==> src/rtl/pw_verify_pipe.sv <==
// pw_verify_pipe: three-stage keypad password verifier
// with a consecutive-failure lockout timer.

module pw_capture_stage #(
   parameter int PW = 16
) (
   input  logic          clk,
   input  logic          rst,
   input  logic          accept,
   input  logic [PW-1:0] entry,
   input  logic [PW-1:0] stored,
   input  logic          stored_valid,
   output logic          vld,
   output logic [PW-1:0] entry_q,
   output logic [PW-1:0] stored_q,
   output logic          valid_q
);

   // S1: snapshot operands so later input edits cannot leak in
   always_ff @(posedge clk) begin
      if (rst) begin
         vld      <= 1'b0;
         entry_q  <= '0;
         stored_q <= '0;
         valid_q  <= 1'b0;
      end else begin
         vld <= accept;
         if (accept) begin
            entry_q  <= entry;
            stored_q <= stored;
            valid_q  <= stored_valid;
         end
      end
   end

endmodule

module pw_compare_stage #(
   parameter int DIGITS  = 4,
   parameter int DIGIT_W = 4
) (
   input  logic                      clk,
   input  logic                      rst,
   input  logic                      in_vld,
   input  logic [DIGITS*DIGIT_W-1:0] entry_q,
   input  logic [DIGITS*DIGIT_W-1:0] stored_q,
   input  logic                      valid_q,
   output logic                      vld,
   output logic [DIGITS-1:0]         diff,
   output logic                      valid
);

   logic [DIGITS-1:0] diff_d;

   // Per-digit inequality of the captured operands
   always_comb begin
      diff_d = '0;
      for (int i = 0; i < DIGITS; i++) begin
         diff_d[i] =
            entry_q[i*DIGIT_W +: DIGIT_W] !=
            stored_q[i*DIGIT_W +: DIGIT_W];
      end
   end

   // S2: register the inequality vector and its valid bit
   always_ff @(posedge clk) begin
      if (rst) begin
         vld   <= 1'b0;
         diff  <= '0;
         valid <= 1'b0;
      end else begin
         vld <= in_vld;
         if (in_vld) begin
            diff  <= diff_d;
            valid <= valid_q;
         end
      end
   end

endmodule

module pw_result_stage #(
   parameter int DIGITS = 4
) (
   input  logic              clk,
   input  logic              rst,
   input  logic              in_vld,
   input  logic [DIGITS-1:0] diff,
   input  logic              valid,
   output logic              done,
   output logic              match,
   output logic              no_pw,
   output logic [DIGITS-1:0] miss_mask
);

   // S3: publish the verdict; it holds until the next check
   always_ff @(posedge clk) begin
      if (rst) begin
         done      <= 1'b0;
         match     <= 1'b0;
         no_pw     <= 1'b0;
         miss_mask <= '0;
      end else begin
         done <= in_vld;
         if (in_vld) begin
            match     <= valid && (diff == '0);
            no_pw     <= ~valid;
            miss_mask <= valid ? diff : '1;
         end
      end
   end

endmodule

module pw_lock_stage #(
   parameter int MAX_FAILS   = 3,
   parameter int LOCK_CYCLES = 16
) (
   input  logic                           clk,
   input  logic                           rst,
   input  logic                           chk_vld,
   input  logic                           chk_valid,
   input  logic                           chk_miss,
   output logic [$clog2(MAX_FAILS+1)-1:0] fail_count,
   output logic                           locked
);

   localparam int FCW = $clog2(MAX_FAILS+1);
   localparam int TW  = $clog2(LOCK_CYCLES+1);
   localparam logic [FCW-1:0] FC_MAX = FCW'(MAX_FAILS);
   localparam logic [FCW-1:0] FC_ONE = FCW'(1);
   localparam logic [TW-1:0]  T_INIT = TW'(LOCK_CYCLES);
   localparam logic [TW-1:0]  T_ONE  = TW'(1);

   typedef enum logic {
      ST_OPEN,
      ST_LOCKED
   } state_t;

   state_t         state_q;
   state_t         state_d;
   logic [TW-1:0]  timer_q;
   logic [FCW-1:0] fail_q;
   logic [FCW-1:0] fail_d;
   logic           bad;
   logic           good;
   logic           lock_hit;
   logic           unlock;
   logic           bump;

   assign bad  = chk_vld & chk_valid & chk_miss;
   assign good = chk_vld & chk_valid & ~chk_miss;

   assign lock_hit = bad && (fail_q == FC_MAX - FC_ONE);
   assign unlock   = (state_q == ST_LOCKED) &&
                     (timer_q == T_ONE);
   assign bump     = bad && !lock_hit &&
                     (fail_q != FC_MAX);

   // Lock state register
   always_ff @(posedge clk) begin
      if (rst) state_q <= ST_OPEN;
      else     state_q <= state_d;
   end

   // Lock next state: enter on the last allowed miss
   always_comb begin
      state_d = state_q;
      unique case (state_q)
         ST_OPEN:   if (lock_hit) state_d = ST_LOCKED;
         ST_LOCKED: if (unlock)   state_d = ST_OPEN;
      endcase
   end

   // Lock outputs decoded from the state register
   always_comb begin
      locked = (state_q == ST_LOCKED);
   end

   // Lockout countdown; reaches zero on the unlock edge
   always_ff @(posedge clk) begin
      if (rst)
         timer_q <= '0;
      else if (lock_hit)
         timer_q <= T_INIT;
      else if (state_q == ST_LOCKED)
         timer_q <= timer_q - T_ONE;
   end

   // Next consecutive-miss count
   always_comb begin
      fail_d = fail_q;
      unique case (1'b1)
         lock_hit: fail_d = FC_MAX;
         unlock:   fail_d = '0;
         bump:     fail_d = fail_q + FC_ONE;
         good:     fail_d = '0;
         default:  fail_d = fail_q;
      endcase
   end

   // Consecutive-miss counter register
   always_ff @(posedge clk) begin
      if (rst) fail_q <= '0;
      else     fail_q <= fail_d;
   end

   assign fail_count = fail_q;

endmodule

module pw_verify_pipe #(
   parameter int DIGITS      = 4,
   parameter int DIGIT_W     = 4,
   parameter int MAX_FAILS   = 3,
   parameter int LOCK_CYCLES = 16
) (
   input  logic                           clk,
   input  logic                           rst,
   input  logic                           start,
   input  logic [DIGITS*DIGIT_W-1:0]      entry,
   input  logic [DIGITS*DIGIT_W-1:0]      stored,
   input  logic                           stored_valid,
   output logic                           busy,
   output logic                           done,
   output logic                           match,
   output logic                           no_pw,
   output logic [DIGITS-1:0]              miss_mask,
   output logic [$clog2(MAX_FAILS+1)-1:0] fail_count,
   output logic                           locked
);

   localparam int PW = DIGITS * DIGIT_W;

   logic              accept;
   logic              s1_vld;
   logic [PW-1:0]     s1_entry;
   logic [PW-1:0]     s1_stored;
   logic              s1_valid;
   logic              s2_vld;
   logic [DIGITS-1:0] s2_diff;
   logic              s2_valid;

   assign accept = start & ~busy & ~locked;

   // busy spans the accept edge up to the result edge
   always_ff @(posedge clk) begin
      if (rst)         busy <= 1'b0;
      else if (accept) busy <= 1'b1;
      else if (s2_vld) busy <= 1'b0;
   end

   pw_capture_stage #(
      .PW (PW)
   ) u_capture (
      .clk          (clk),
      .rst          (rst),
      .accept       (accept),
      .entry        (entry),
      .stored       (stored),
      .stored_valid (stored_valid),
      .vld          (s1_vld),
      .entry_q      (s1_entry),
      .stored_q     (s1_stored),
      .valid_q      (s1_valid)
   );

   pw_compare_stage #(
      .DIGITS  (DIGITS),
      .DIGIT_W (DIGIT_W)
   ) u_compare (
      .clk      (clk),
      .rst      (rst),
      .in_vld   (s1_vld),
      .entry_q  (s1_entry),
      .stored_q (s1_stored),
      .valid_q  (s1_valid),
      .vld      (s2_vld),
      .diff     (s2_diff),
      .valid    (s2_valid)
   );

   pw_result_stage #(
      .DIGITS (DIGITS)
   ) u_result (
      .clk       (clk),
      .rst       (rst),
      .in_vld    (s2_vld),
      .diff      (s2_diff),
      .valid     (s2_valid),
      .done      (done),
      .match     (match),
      .no_pw     (no_pw),
      .miss_mask (miss_mask)
   );

   pw_lock_stage #(
      .MAX_FAILS   (MAX_FAILS),
      .LOCK_CYCLES (LOCK_CYCLES)
   ) u_lock (
      .clk        (clk),
      .rst        (rst),
      .chk_vld    (s2_vld),
      .chk_valid  (s2_valid),
      .chk_miss   (|s2_diff),
      .fail_count (fail_count),
      .locked     (locked)
   );

endmodule
==> config.mk <==
export PLATFORM = sky130hd
export DESIGN_NAME = pw_verify_pipe
export DESIGN_NICKNAME = d
export VERILOG_FILES = /design/src/rtl/pw_verify_pipe.sv
export SDC_FILE = /design/constraint.sdc
export NUM_CORES = 1
export LEC_CHECK = 0
export ABC_AREA = 1
export CORE_MARGIN = 8
export CORE_UTILIZATION = 47
export CTS_BUF_LIST = sky130_fd_sc_hd__clkbuf_8
export DETAILED_ROUTE_END_ITERATION = 6
export MAX_ROUTING_LAYER = met4
export PLACE_DENSITY = 0.85
export SLEW_MARGIN = 5
export SYNTH_ARGS = -nofsm -noshare
export SYNTH_HDL_FRONTEND = slang
export SYNTH_SLANG_ARGS = --single-unit
==> constraint.sdc <==
create_clock -name clk -period 1.3 [get_ports clk]
set_input_delay 0.26 -clock clk [delete_from_list [all_inputs] [get_ports clk]]
set_output_delay 0.26 -clock clk [all_outputs]
set_load 0.03 [all_outputs]
==> summary by stage, run 1 <==
Cells and area
The signed area change from the synthesized netlist to the final layout is 32.2%. The leading cell type in the layout, fill and taps excluded is nor2_1. In the final layout, the share of cells above drive strength 1 is 0.153. The number of antenna diodes in the final layout is 0. In the final design database the tool counted 386 nets. Once layout is complete, the cells apart from fillers number 400.

In the layout the commonest cells are nor2_1, dfxtp_1, o21ai_0. Summing all non-filler instances in the final layout gives an area of 3020 sq um.

Timing
In the finished design, the share of the clock period the worst path needs comes to 0.967. For the pin with the worst max-slew slack, the measured transition is 0.329 ns. The final setup violation count is 0.

The number of hold violations in the final report came to 0. The tightest slew margin relative to the limit is 0.779. The number of slew-limit violations in the final report is 0. Based on the critical path, the design can be clocked at up to 796 MHz. The worst path needs 1.26 ns of the cycle, external delays included. Setup repair after global routing could not meet its margin everywhere. Final hold analysis gives a worst-case slack of 0.477 ns. Between clock sinks in the finished design, the worst skew comes to 0.00909 ns.

Clock network
The clock transition at the registers of the reported paths is 0.09 ns. The TritonCTS clock tree is built. Counting the buffers created by CTS gives 5. The number of H-tree levels is 2. The root buffer cell chosen for the clock tree is clkbuf_8. For the worst-skew pair, the clock arrives at the later sink with an insertion delay of 0.30 ns. The clock passes through at most 2 buffers. The clock drives 56 sinks. After clock tree synthesis, the flow added hold-fix buffers numbering 0.

Worst setup path
The critical path endpoint category is an output port. At the worst endpoint, the arrival time is 1.00 ns. The worst setup path is of the reg -> out kind.

The biggest fanout along the worst timing path is 1. The cell at the slowest stage of the critical path is dlygate4sd2_1. Traced cell by cell, the critical path runs through dlygate4sd2_1.

The total buffers and inverters traversed by the critical path is 1. The cell family contributing the most delay on the critical path is buffers and inverters. The required time at the worst-slack endpoint is 1.04 ns. The worst setup path is launched from a flip-flop. For this run, the slowest stage of the critical path takes 0.39 ns.

Drt
In the routed layout, each cell is associated on average with a via count of 4.97. The post-route DRC violation count is 0. The total number of vias is 1989. The number of DRC markers in iteration 0 is 119. The number of antenna-violating nets in the routed design is 0. Dividing the detail-routed wire length by the instance count gives 12.8 um. The final routed wirelength across all metal layers is 5110 um. The iteration count of the initial detailed-routing pass is 4.

Status
The run finished with clean final reports.

Placed design
During placement, the flow inserted port buffers numbering 46. The total cell area at the placement stage is 2890 sq um. The half-perimeter wire length after detailed placement is 3660 um. The final RePlAce weighted congestion is 0.775. The number of instances in the placed design is 392.

Logic synthesis
After synthesis, the netlist uses 28 different library cells. Counting flops and latches in the post-synthesis netlist gives 56. For this run, the number of Yosys warnings is 0. The cell area after technology mapping is 2280 sq um.

The count of mapped cells out of synthesis is 292. The sequential area share after synthesis is 0.491. When the netlist entered floorplanning its net count stood at 332. After synthesis, the mean cell area works out to 7.82 sq um.

Global route
The combined global-route utilization of all metal layers is 0.144. The number of antenna violations at the first check in global routing is 0. The maximum number of pins on one net before global-route repair is 42.

The first-pass GRT wire length is 8480 um. The remaining global-route overflow is 0. The via count of the first global-routing pass is 1998.

Floorplanning
The initial utilization of the core area, before any placement, comes to 0.486. The placeable core region is 4690 sq um. The initialized floorplan defines 25 standard-cell rows.

The overall die width is 85.7 um. The number of top-level design ports is 47. The die area is 7340 sq um. The die is 85.7 um tall.

Power and ir drop
The leakage power of the design is 1.25 nW. After layout, the design draws a total of 3.39 mW. Power spread over the standard cell area amounts to 1120 nW/um^2. The peak supply drop is 0.679 mV.

Job
The max-capacitance violation count is 0.

Worst hold path
The worst min-delay path category is reg -> reg.
## state kept, by name, indices dropped and copies added, names as in the netlist
| name | cells |
|---|---|
| u_compare.valid | 1 |
| busy | 1 |
| u_result.no_pw | 1 |
| u_lock.locked | 1 |
| u_lock.fail_count | 2 |
| u_result.miss_mask | 4 |
| u_capture.vld | 1 |
| u_result.match | 1 |
| u_capture.stored_q | 16 |
| u_compare.diff | 4 |
| u_result.done | 1 |
| u_lock.timer_q | 5 |
| u_capture.valid_q | 1 |
| u_capture.entry_q | 16 |
| u_compare.vld | 1 |
## report_power, final
| group | leakage [nW] | switching [mW] | internal, mW |
|---|---|---|---|
| sequential | 0.463 | 0.0699 | 1.83 |
| combinational | 0.735 | 0.259 | 0.256 |
| clock | 0.0503 | 0.506 | 0.475 |
## per-layer routing
| layer | global-route usage | part of all wire |
|---|---|---|
| met1 | 0.162 | 0.44 |
| met2 | 0.234 | 0.49 |
| met3 | 0.0344 | 0.052 |
| met4 | 0.0717 | 0.023 |
| met5 | - | 0 |
## layout make-up
type / instances / area [sq um]
clock buffer: 7 / 96.3
fill: 412 / 1680
inverter: 32 / 125
multi-input combinational: 193 / 1010
sequential: 56 / 1130
tap: 54 / 67.6
timing repair buffer: 58 / 594
## through the flow
stage / utilization / TNS, ns / setup WS, ns
final: 0.643 / 0 / 0.0434
after CTS: 0.636 / 0 / 0.0153
after global routing: 0.643 / -0.0212 / -0.00998
after global placement: 0.615 / -2.66 / -0.104
after floorplan: - / 0 / 0.00728
after detailed placement: 0.615 / -3.81 / -0.151
## synth_stat cells
master	number	share of area
a21oi_1	24	0.053
a21oi_2	1	0.0038
a31oi_1	1	0.0027
buf_1	1	0.0016
buf_2	3	0.0066
buf_4	1	0.0033
buf_6	1	0.0049
clkbuf_1	5	0.0082
clkinv_4	1	0.0038
dfxtp_1	56	0.49
ha_1	4	0.022
inv_1	30	0.049
inv_2	1	0.0016
nand2_1	26	0.043
nand2_2	2	0.0055
nand3_1	8	0.018
nand3_2	1	0.0044
nand3_4	1	0.0077
nand4_1	5	0.014
nor2_1	59	0.097
nor3_1	4	0.0088
nor3_2	1	0.0044
o21ai_0	39	0.086
o221a_2	2	0.0099
or2_1	1	0.0027
or2_2	5	0.014
xnor2_1	4	0.015
xor2_1	5	0.019
## timing repair
| action | CTS | global route |
|---|---|---|
| pin swaps | 0 | 3 |
| gates resized for setup | 7 | 9 |
| setup endpoints to repair | 3 | 4 |
| setup buffers | 0 | 1 |
## kinds of logic after synthesis
group,Yosys count,synth area share
buffers and inverters,43,0.0795
XOR/XNOR,9,0.0345
AND/OR/NAND/NOR,113,0.218
AO/OA/AOI/OAI,67,0.155
flip-flops,56,0.491
adder cells (fa/ha/maj),4,0.0219
## final timing paths
path,from,slack (ns),end,cells after the start
max,u_result.done,0.04,done,1
min,u_capture.stored_q[3],0.48,u_capture.stored_q[3],2
max reg2reg,u_lock.timer_q[0],0.06,u_lock.timer_q[1],4
min reg2reg,u_capture.stored_q[3],0.48,u_capture.stored_q[3],2
Note: power is estimated with default switching activity, not from simulation.
==> run 2: changes to the inputs <==
CORE_UTILIZATION = 54   (was 47)
PLACE_DENSITY = 0.89   (was 0.85)
SYNTH_HIERARCHICAL = 1   (was default)
clock period = 1.18 ns   (was 1.3 ns; I/O delays follow)
==> summary by stage, run 2 <==
Timing
The final setup slack of the worst path is 0.0197 ns (was 0.0434 ns). The tightest slew margin relative to the limit is 0.813 (was 0.779). The largest clock skew in the final design is 0.00492 ns (was 0.00909 ns). The final setup violation count is 0 (unchanged). Setup repair after global routing missed its margin: yes (unchanged). The number of slew-limit violations in the final report came to 0 (unchanged). The number of hold violations in the final report is 0 (unchanged). The worst path needs 1.16 ns of the cycle, external delays included.

The measured slew at the worst slew-check pin is 0.280 ns (was 0.329 ns). The timing-limited maximum frequency is 862 MHz. The final period utilization is 0.983.

Status
Outcome: finished, final reports clean (unchanged).

Clock network
The clock tree buffer depth is 2 (unchanged). The number of clock buffers inserted by TritonCTS was 5 (unchanged). The clock sink count is 56 (unchanged). The clock insertion delay at the later pin of the skew report is 0.31 ns (was 0.30 ns). The number of H-tree levels is 2 (unchanged).

The TritonCTS clock tree is built (unchanged). The clock root buffer master was clkbuf_8 (unchanged). The clock transition at the registers of the reported paths is 0.09 ns (about the same).

Logic synthesis
Most common library cells after synthesis: nand2_1, nor2_1, inv_1 (was nor2_1, dfxtp_1, o21ai_0). The basic-gate share of the synthesized area counting and, or, nand and nor cells is 0.362 (was 0.218). The total of warnings raised by yosys was 6 (was 0).

The flip-flop and latch count after synthesis came to 56 (unchanged). The xor and xnor area share after synthesis is 0.0164 (was 0.0345). The compound-cell area share of the yosys netlist is 0.0464 (was 0.155). The most common cell in the synthesized netlist is nand2_1 (was nor2_1). The mean cell area of the mapped netlist is 6.45 sq um (was 7.82 sq um). The number of enable flip-flop cells after synthesis was 0 (unchanged). The count of mapped cells out of synthesis is 414 (was 292). The sequential area share after synthesis is 0.420 (was 0.491). The cell type with the largest total area after synthesis is dfxtp_1 (unchanged). The synthesized netlist net count is 454 (was 332). The cell area after technology mapping is 2670 sq um (was 2280 sq um). The area share of the largest cell type after synthesis is 0.420 (was 0.491). The adder-cell area share of the yosys netlist is 0.0188 (was 0.0219). The mux share of post-synthesis cell area came to 0 (unchanged). The count of unique library cells instantiated by Yosys is 26 (was 28). The top flip-flop cell by instance count after synthesis was dfxtp_1 (unchanged).

Cells taking the most area after synthesis: dfxtp_1, nand2_1, nor2_1 (was dfxtp_1, nor2_1, o21ai_0). The largest family of logic cells by synthesized area was simple AND/OR/NAND/NOR gates (unchanged). The proportion of register bits with asynchronous set or reset after synthesis was 0 (unchanged).

Drt
The per-cell via count in the routed design is 4.45 (was 4.97). The post-route DRC violation count was 0 (unchanged). The average detailed-routed wire length per instance is 10.3 um (was 12.8 um). The number of DRC markers in iteration 0 is 67 (was 119). The final routed wirelength across all metal layers is 5530 um (was 5110 um). The iteration count of the initial detailed-routing pass is 4 (unchanged).

The total number of vias is 2393 (was 1989). The number of antenna-violating nets in the routed design is 0 (unchanged).

Cells and area
The number of filler cells placed in the layout is 413 (was 412). The share of cells above drive strength 1 came to 0.168 (was 0.153). Largest registers: u_capture/entry_q: 16 flops, u_capture/stored_q: 16 flops, u_lock/timer_q: 5 flops (was u_capture.entry_q: 16 flops, u_capture.stored_q: 16 flops, u_lock.timer_q: 5 flops). The antenna diode count came to 0 (unchanged).

The number of nets in the final layout is 510 (was 386). Most used cells in the layout excluding fill and tap cells: nand2_1, nor2_1, inv_1 (was nor2_1, dfxtp_1, o21ai_0). The leading cell type in the layout, fill and taps excluded is nand2_1 (was nor2_1). The non-filler instance count after layout came to 538 (was 400). The signed area change from the synthesized netlist to the final layout is 29.6% (was 32.2%).

The utilization of the core after routing is 0.728 (was 0.643).

Floorplanning
The floorplan row count is 25 (unchanged). The starting density of the core was 0.561 (was 0.486). The placeable core region came to 4750 sq um (was 4690 sq um).

The die area was 7450 sq um (was 7340 sq um). The number of top-level design ports is 47 (unchanged). The die height is 86.3 um (was 85.7 um). The overall die width came to 86.3 um (was 85.7 um).

Worst hold path
The worst min-delay path category is reg -> reg (unchanged).

Worst setup path
The length in cells of the worst reg-to-reg path is 8 (was 4). The capture point of the critical path is u_lock/fail_count[1] (was done). The endpoint of the most critical register-to-register path is u_lock/fail_count[1] (was u_lock.timer_q[1]). The worst reg2reg path startpoint was u_lock/fail_count[0] (was u_lock.timer_q[0]). The required time at the worst-slack endpoint came to 1.39 ns (was 1.04 ns). The classification of the worst setup path is reg -> reg (was reg -> out). The critical path launch point is u_lock/fail_count[0] (was u_result.done). The biggest fanout along the worst timing path is 3 (was 1).

The register-to-register path setup slack is 0.02 ns (was 0.06 ns). The critical path endpoint category is a flip-flop (was output port). The element type at the critical path start is a flip-flop (unchanged). The data arrival at the endpoint of the critical path was 1.37 ns (was 1.00 ns).

Global route
The via count of the first global-routing pass is 2388 (was 1998). The combined global-route utilization of all metal layers is 0.155 (was 0.144). The maximum number of pins on one net before global-route repair is 34 (was 42). The number of antenna violations at the first check in global routing is 0 (unchanged). The remaining global-route overflow came to 0 (unchanged). The first-pass GRT wire length is 9340 um (was 8480 um).

Power and ir drop
The leakage power of the design came to 1.72 nW (was 1.25 nW). The cell area power density is 1130 nW/um^2 (was 1120 nW/um^2). The total power is 3.91 mW (was 3.39 mW).

The peak supply drop came to 0.938 mV (was 0.679 mV).

Placed design
The half-perimeter wire length after detailed placement was 4030 um (was 3660 um). The worst setup slack after placement is -0.235 ns (was -0.151 ns). The total of buffers placed on input and output ports was 46 (unchanged). The number of instances in the placed design is 527 (was 392). The final RePlAce weighted congestion is 0.779 (was 0.775).

Job
The max-capacitance violation count came to 0 (unchanged).
[run 2: cell types whose count changed after synthesis, moves of 3 or more]
cell,previous run,this run
a21oi_1,24,7
a21oi_2,1,4
buf_2,3,6
buf_4,1,4
clkbuf_1,5,0
inv_1,30,75
inv_2,1,4
nand2_1,26,115
nand4_1,5,2
nor2_1,59,94
nor2_2,0,5
nor3_1,4,0
o21ai_0,39,6
xor2_1,5,2
[run 2: report_power, final]
part / switching (mW) / internal (mW) / leakage (nW) / total (mW)
logic: 0.359 / 0.339 / 1.20 / 0.698
registers: 0.0938 / 2.01 / 0.467 / 2.11
clock network: 0.577 / 0.528 / 0.0557 / 1.11
[run 2: worst min path at each step]
stage                            endpoint  slack (ns)                  start  cells past startpoint
floorplan                            busy        0.29                    rst                      1
global placement    u_result/miss_mask[0]        0.45  u_result/miss_mask[0]                      2
detailed placement  u_result/miss_mask[3]        0.45  u_result/miss_mask[3]                      2
CTS                 u_result/miss_mask[3]        0.47  u_result/miss_mask[3]                      2
global route        u_result/miss_mask[3]        0.49  u_result/miss_mask[3]                      2
finish              u_result/miss_mask[3]        0.46  u_result/miss_mask[3]                      2
[run 2: worst max-delay path: stages (launching register included)]
cell and delay [ns]:
dfxtp_4 0.38, inv_4 0.05, ha_4 0.17, o21ai_2 0.12, nand2_2 0.10, nand2_4 0.09
nand2_2 0.06, inv_2 0.06, nor2_2 0.03
[run 2: area by class of cell]
type / instances / area [sq um] / share of cell area
clock buffer: 7 / 96.3 / 0.0278
clock inverter: 1 / 3.75 / 0.00108
inverter: 81 / 309 / 0.0893
multi-input combinational: 267 / 1260 / 0.363
sequential: 56 / 1140 / 0.330
tap: 67 / 83.8 / 0.0242
timing repair buffer: 59 / 568 / 0.164
[run 2: repair_timing]
| action | in CTS | in global routing |
|---|---|---|
| hold endpoints to repair | 0 | 0 |
| buffers inserted | 0 | 3 |
| pin swaps | 1 | 6 |
| gates resized for setup | 2 | 25 |
| hold buffers | 0 | 0 |
| setup endpoints to repair | 3 | 27 |
[run 2: kinds of logic after synthesis]
group,Yosys count
xor gates and xnor gates,5
buffers and inverters,91
DFF,56
AOI/OAI and AO/OA,21
and+or+nand+nor,237
adders and majority gates,4
[run 2: through the flow]
stage          cell area, sq um  TNS, ns  hold WS [ns]
3_3_place_gp               3250    -8.52         0.449
5_1_grt                    3460  -0.0557         0.492
3_5_place_dp               3250    -9.03         0.451
6_report                   3460        0         0.465
2_1_floorplan              2680        0         0.291
4_1_cts                    3360        0         0.466
[run 2: routing by layer]
layer,track usage,up-vias,share of wire
met3,0.0435,7,0.046
li1,-,1313,-
met1,0.163,1020,0.44
met4,0.0532,0,0.011
met5,-,-,0
met2,0.274,53,0.50
==> RTL edit 1: new RTL, settings of run 2 <==
`DIGIT_W` is set to 4 in 2 places; all go to 3.
--- a/src/rtl/pw_verify_pipe.sv
+++ b/src/rtl/pw_verify_pipe.sv
@@ -37,7 +37,7 @@
 
 module pw_compare_stage #(
    parameter int DIGITS  = 4,
-   parameter int DIGIT_W = 4
+   parameter int DIGIT_W = 3
 ) (
    input  logic                      clk,
    input  logic                      rst,
@@ -211,7 +211,7 @@
 
 module pw_verify_pipe #(
    parameter int DIGITS      = 4,
-   parameter int DIGIT_W     = 4,
+   parameter int DIGIT_W     = 3,
    parameter int MAX_FAILS   = 3,
    parameter int LOCK_CYCLES = 16
 ) (
Interface: changed (resized entry and stored); port bits go from 47 to 39. The function was not compared with the original's and may differ.
==> RTL edit 1 against run 2 <==
  * Cell area decreased by 16%
  * Sequential power decreased by 15%
  * Wire length decreased by 13%
  * First-iteration DRC count increased by 12%
  * Count of clock-buffer cells in the layout decreased by 1
  * Power decreased by 13%
  * Non-clock buffer count decreased by 11
  * Area after synthesis decreased by 13%
  * Largest cell class unchanged
  * Clock power decreased by 9%
  * Clock skew increased by 0.0024 ns
  * Sequential cell count decreased by 8
  * Setup slack improved by 0.018 ns
==> RTL edit 1: results (changes against run 2) <==
INFO  metric top_cells_by_count_synth = 98 x nand2_1, 69 x nor2_1, 68 x inv_1
INFO  metric num-fill-cells = 367 (-11%)
INFO  metric cellPowerDensity = 1162 nW/µm² (+2.7%)
INFO  metric detail_route.vias_per_cell = 4.700 (+5.7%)
INFO  metric post_cts_resized = 1 (-1)
INFO  metric grt_pass1_wl = 7707 µm (-18%)
INFO  metric drt-met1-wl = 2163 µm (-12%)
INFO  metric first_iter_violations = 75 (+12%)
INFO  metric synthAdderAreaFrac = 2.146% (+0.27 points)
INFO  metric finalWeightedCongestion = 0.7935 (+1.9%)
INFO  metric largest_registers = u_capture/entry_q (12), u_capture/stored_q (12), u_lock/timer_q (5)
INFO  metric yosysSeqAreaShare = 41.20% (-0.80 points)
INFO  metric leakagePower = 0.001437 µW (-16%)
INFO  metric power.sequential.total = 1800 µW (-15%)
INFO  metric nMultiInputCombCells = 223 (-16%)
INFO  metric drt-total-wl = 4785 µm (-13%)
INFO  metric first_global_vias = 1,939 (-19%)
INFO  metric wl_met3 = 235 µm (-8.6%)
INFO  metric multiInputGateArea = 1037 µm² (-17%)
INFO  metric cellInternalPower = 2455 µW (-15%)
INFO  metric placedCellCount = 444 (-16%)
INFO  metric num-nonclk-inverters = 75 (-7.4%)
INFO  metric combPwrFrac = 16.8% (-1.0 points)
INFO  metric detailedPlacementHpwl = 3305 µm (-18%)
INFO  metric clock_area_share = 3.177% (+0.28 points)
INFO  metric overall_global_routing_usage = 14.58% (-0.94 points)
INFO  metric met2_usage = 25.49% (-1.9 points)
INFO  metric post-place-ws = -0.2823 ns (-0.04737 ns)
INFO  metric outcome = finished clean
INFO  metric final_net_count = 433 (-15%)
INFO  metric syn_inst = 354 (-14%)
INFO  metric synth.distinct_cells = 24 (-7.7%)
INFO  metric route.detailed.wl_per_inst = 10.54 µm (+2.5%)
INFO  metric irDropWorstVdd = 677.0 µV (-28%)
INFO  metric sequential_cell_area = 974.7 µm² (-15%)
INFO  metric grt.met1_usage = 16.07% (-0.22 points)
INFO  metric pwr.group.combinational = 567 µW (-19%)
INFO  metric synth_compound_area_share = 6.491% (+1.9 points)
INFO  metric detailed_place.area = 2751 µm² (-15%)
## RTL edit 1: changes by cell type after synthesis, moves of 3 or more
cell,before,now
or2_2,4,0
nand2_1,115,98
inv_1,75,68
nor2_2,5,8
xnor2_1,3,0
buf_6,0,5
dfxtp_1,56,48
nor2_1,94,69
buf_2,6,0
## RTL edit 1: worst paths after layout
kind              slack [ns]              start  cells past startpoint                end
setup / recovery        0.04  u_lock/timer_q[0]                      4  u_lock/timer_q[1]
setup reg to reg        0.04  u_lock/timer_q[0]                      4  u_lock/timer_q[1]
hold / removal          0.47  u_lock/timer_q[4]                      2  u_lock/timer_q[4]
hold reg to reg         0.47  u_lock/timer_q[4]                      2  u_lock/timer_q[4]
## RTL edit 1: critical path, cell delays in order (launching register included)
cell	delay, ns
dfxtp_1	0.36
inv_1	0.07
ha_1	0.28
or2_0	0.22
a21oi_1	0.14
==> RTL edit 2: new RTL, settings of run 2 <==
Made on the original files. Reset style: asynchronous (`rst`), changed in 7 clocked blocks.
--- a/src/rtl/pw_verify_pipe.sv
+++ b/src/rtl/pw_verify_pipe.sv
@@ -17,7 +17,7 @@
 );
 
    // S1: snapshot operands so later input edits cannot leak in
-   always_ff @(posedge clk) begin
+   always_ff @(posedge clk or posedge rst) begin
       if (rst) begin
          vld      <= 1'b0;
          entry_q  <= '0;
@@ -63,7 +63,7 @@
    end
 
    // S2: register the inequality vector and its valid bit
-   always_ff @(posedge clk) begin
+   always_ff @(posedge clk or posedge rst) begin
       if (rst) begin
          vld   <= 1'b0;
          diff  <= '0;
@@ -94,7 +94,7 @@
 );
 
    // S3: publish the verdict; it holds until the next check
-   always_ff @(posedge clk) begin
+   always_ff @(posedge clk or posedge rst) begin
       if (rst) begin
          done      <= 1'b0;
          match     <= 1'b0;
@@ -158,7 +158,7 @@
                      (fail_q != FC_MAX);
 
    // Lock state register
-   always_ff @(posedge clk) begin
+   always_ff @(posedge clk or posedge rst) begin
       if (rst) state_q <= ST_OPEN;
       else     state_q <= state_d;
    end
@@ -178,7 +178,7 @@
    end
 
    // Lockout countdown; reaches zero on the unlock edge
-   always_ff @(posedge clk) begin
+   always_ff @(posedge clk or posedge rst) begin
       if (rst)
          timer_q <= '0;
       else if (lock_hit)
@@ -200,7 +200,7 @@
    end
 
    // Consecutive-miss counter register
-   always_ff @(posedge clk) begin
+   always_ff @(posedge clk or posedge rst) begin
       if (rst) fail_q <= '0;
       else     fail_q <= fail_d;
    end
@@ -244,7 +244,7 @@
    assign accept = start & ~busy & ~locked;
 
    // busy spans the accept edge up to the result edge
-   always_ff @(posedge clk) begin
+   always_ff @(posedge clk or posedge rst) begin
       if (rst)         busy <= 1'b0;
       else if (accept) busy <= 1'b1;
       else if (s2_vld) busy <= 1'b0;
Behaviour: differs if rst is asserted again (counterexample within 4 cycles, from zero or initial values and one cycle with rst high); with rst held inactive, the same outputs for 10 cycles.
==> RTL edit 2 against run 2 <==
  * Wire length rose by 1.3%
  * The flow now finishes with violations (negative setup slack)
  * Register-to-register slack got worse by 0.02 ns
  * Area after synthesis rose by 2.1%
  * Setup slack got worse by 0.040 ns
  * Highest routed layer unchanged
  * Cell area rose by 1.3%
  * Sequential cell count did not move
  * Worst hold slack got worse by 0.27 ns
  * Clock skew fell by 0.0025 ns
  * Sequential share of layout area rose by 7.1 points
  * Via count fell by 5.7%
Power is not compared: it rests on default switching activity, and its combinational part moved more than twofold at a synthesized area within 25%.
==> RTL edit 2: results (changes against run 2) <==
INFO  metric outcome = finished, violations left
INFO  metric failing_checks = negative setup slack
INFO  metric max_slew_margin = 78.45% (-2.9 points)
INFO  metric final_critical_path_setup_slack = -0.02007 ns (-0.03979 ns)
INFO  metric flow.area_growth_from_synthesis = 28.60%
INFO  metric synthAdderAreaFrac = 1.837% (-0.039 points)
INFO  metric wl_met3 = 329 µm (+28%)
INFO  metric worst-endpoint-arrival = 0.96 ns (-0.41 ns)
INFO  metric sequential_cell_area = 1406 µm² (+23%)
INFO  metric num-nonclk-inverters = 55 (-32%)
INFO  metric detailed_place.area = 3252 µm² (about the same)
INFO  metric clock_skew = 0.002400 ns (-0.002515 ns)
INFO  metric finalWeightedCongestion = 0.7975 (+2.4%)
INFO  metric nets_in_the_synthesized_netlist = 397 (-13%)
INFO  metric route.detailed.wl_per_inst = 11.50 µm (+12%)
INFO  metric clockBufferCount = 6 (-1)
INFO  metric post_synth_xor_area_fraction = 0.3214% (-1.3 points)
INFO  metric post_cts.repair.setup_buffers = 3 (+3)
INFO  metric postSynth.asyncResetShare = 100.0% (+100 points)
INFO  metric post_synth.cell_area_avg = 7.633 µm² (+18%)
INFO  metric grt_pass1_wl = 9390 µm (+0.51%)
INFO  metric detailedPlacementHpwl = 4051 µm (+0.45%)
INFO  metric top_cells_by_count_synth = 184 x nand2_1, 56 x dfrtp_1, 53 x inv_1
INFO  metric synth_compound_area_share = 1.515% (-3.1 points)
INFO  metric synth.distinct_cells = 22 (-15%)
INFO  metric first_global_vias = 2,257 (-5.5%)
INFO  metric post_cts_resized = 8 (+6)
INFO  metric wl_met2 = 2888 µm (+4.6%)
INFO  metric drt-total-wl = 5601 µm (+1.3%)
INFO  metric synth_top_cells_by_area = dfrtp_1 51%, nand2_1 25%, inv_1 7.3%, nor2_1 2.3%, nand2_2 2.3%
INFO  metric nonClkBufAreaFrac = 17.10% (+0.68 points)
INFO  metric setup_viol = 1 (+1)
INFO  metric detail_route.vias_per_cell = 4.632 (+4.1%)
INFO  metric critPathMaxFanout = 2 (-1)
INFO  metric overall_global_routing_usage = 15.92% (+0.41 points)
INFO  metric nMultiInputCombCells = 239 (-10%)
INFO  metric num-fill-cells = 405 (-1.9%)
INFO  metric first_iter_violations = 71 (+6.0%)
INFO  metric drt-met1-wl = 2308 µm (-5.8%)
INFO  metric final_net_count = 456 (-11%)
INFO  metric drive_above_1_share = 16.55% (-0.23 points)
INFO  metric setup_total_negative_slack = -0.02007 ns (-0.02007 ns)
INFO  metric clock_area_share = 2.642% (-0.25 points)
RTL edit 2: cells by family after synthesis:
logic type | count (synthesis)
xor gates and xnor gates | 1
buffers and inverters | 62
and+or+nand+nor | 226
DFF | 56
adders and majority gates | 4
AOI/OAI and AO/OA | 8
RTL edit 2: final timing paths:
check                                     start                      to  slack [ns]  depth (start not counted)
setup / recovery                  u_lock/locked                  locked       -0.02                          2
hold / removal                              rst                    busy        0.20                          2
setup reg to reg           u_lock/fail_count[0]    u_lock/fail_count[1]           0                          5
hold reg to reg               u_capture/valid_q       u_capture/valid_q        0.49                          2
max in group asynchronous                   rst  u_capture/stored_q[15]        0.58                          3
min in group clk                      stored[3]   u_capture/stored_q[3]        0.46                          3
RTL edit 2: metal layers:
| metal | vias to the layer above | track usage (%) |
|---|---|---|
| li1 | 1162 | - |
| met1 | 1025 | 16.37 |
| met2 | 59 | 28.80 |
| met3 | 10 | 4.340 |
| met4 | 0 | 4.851 |
| met5 | - | - |
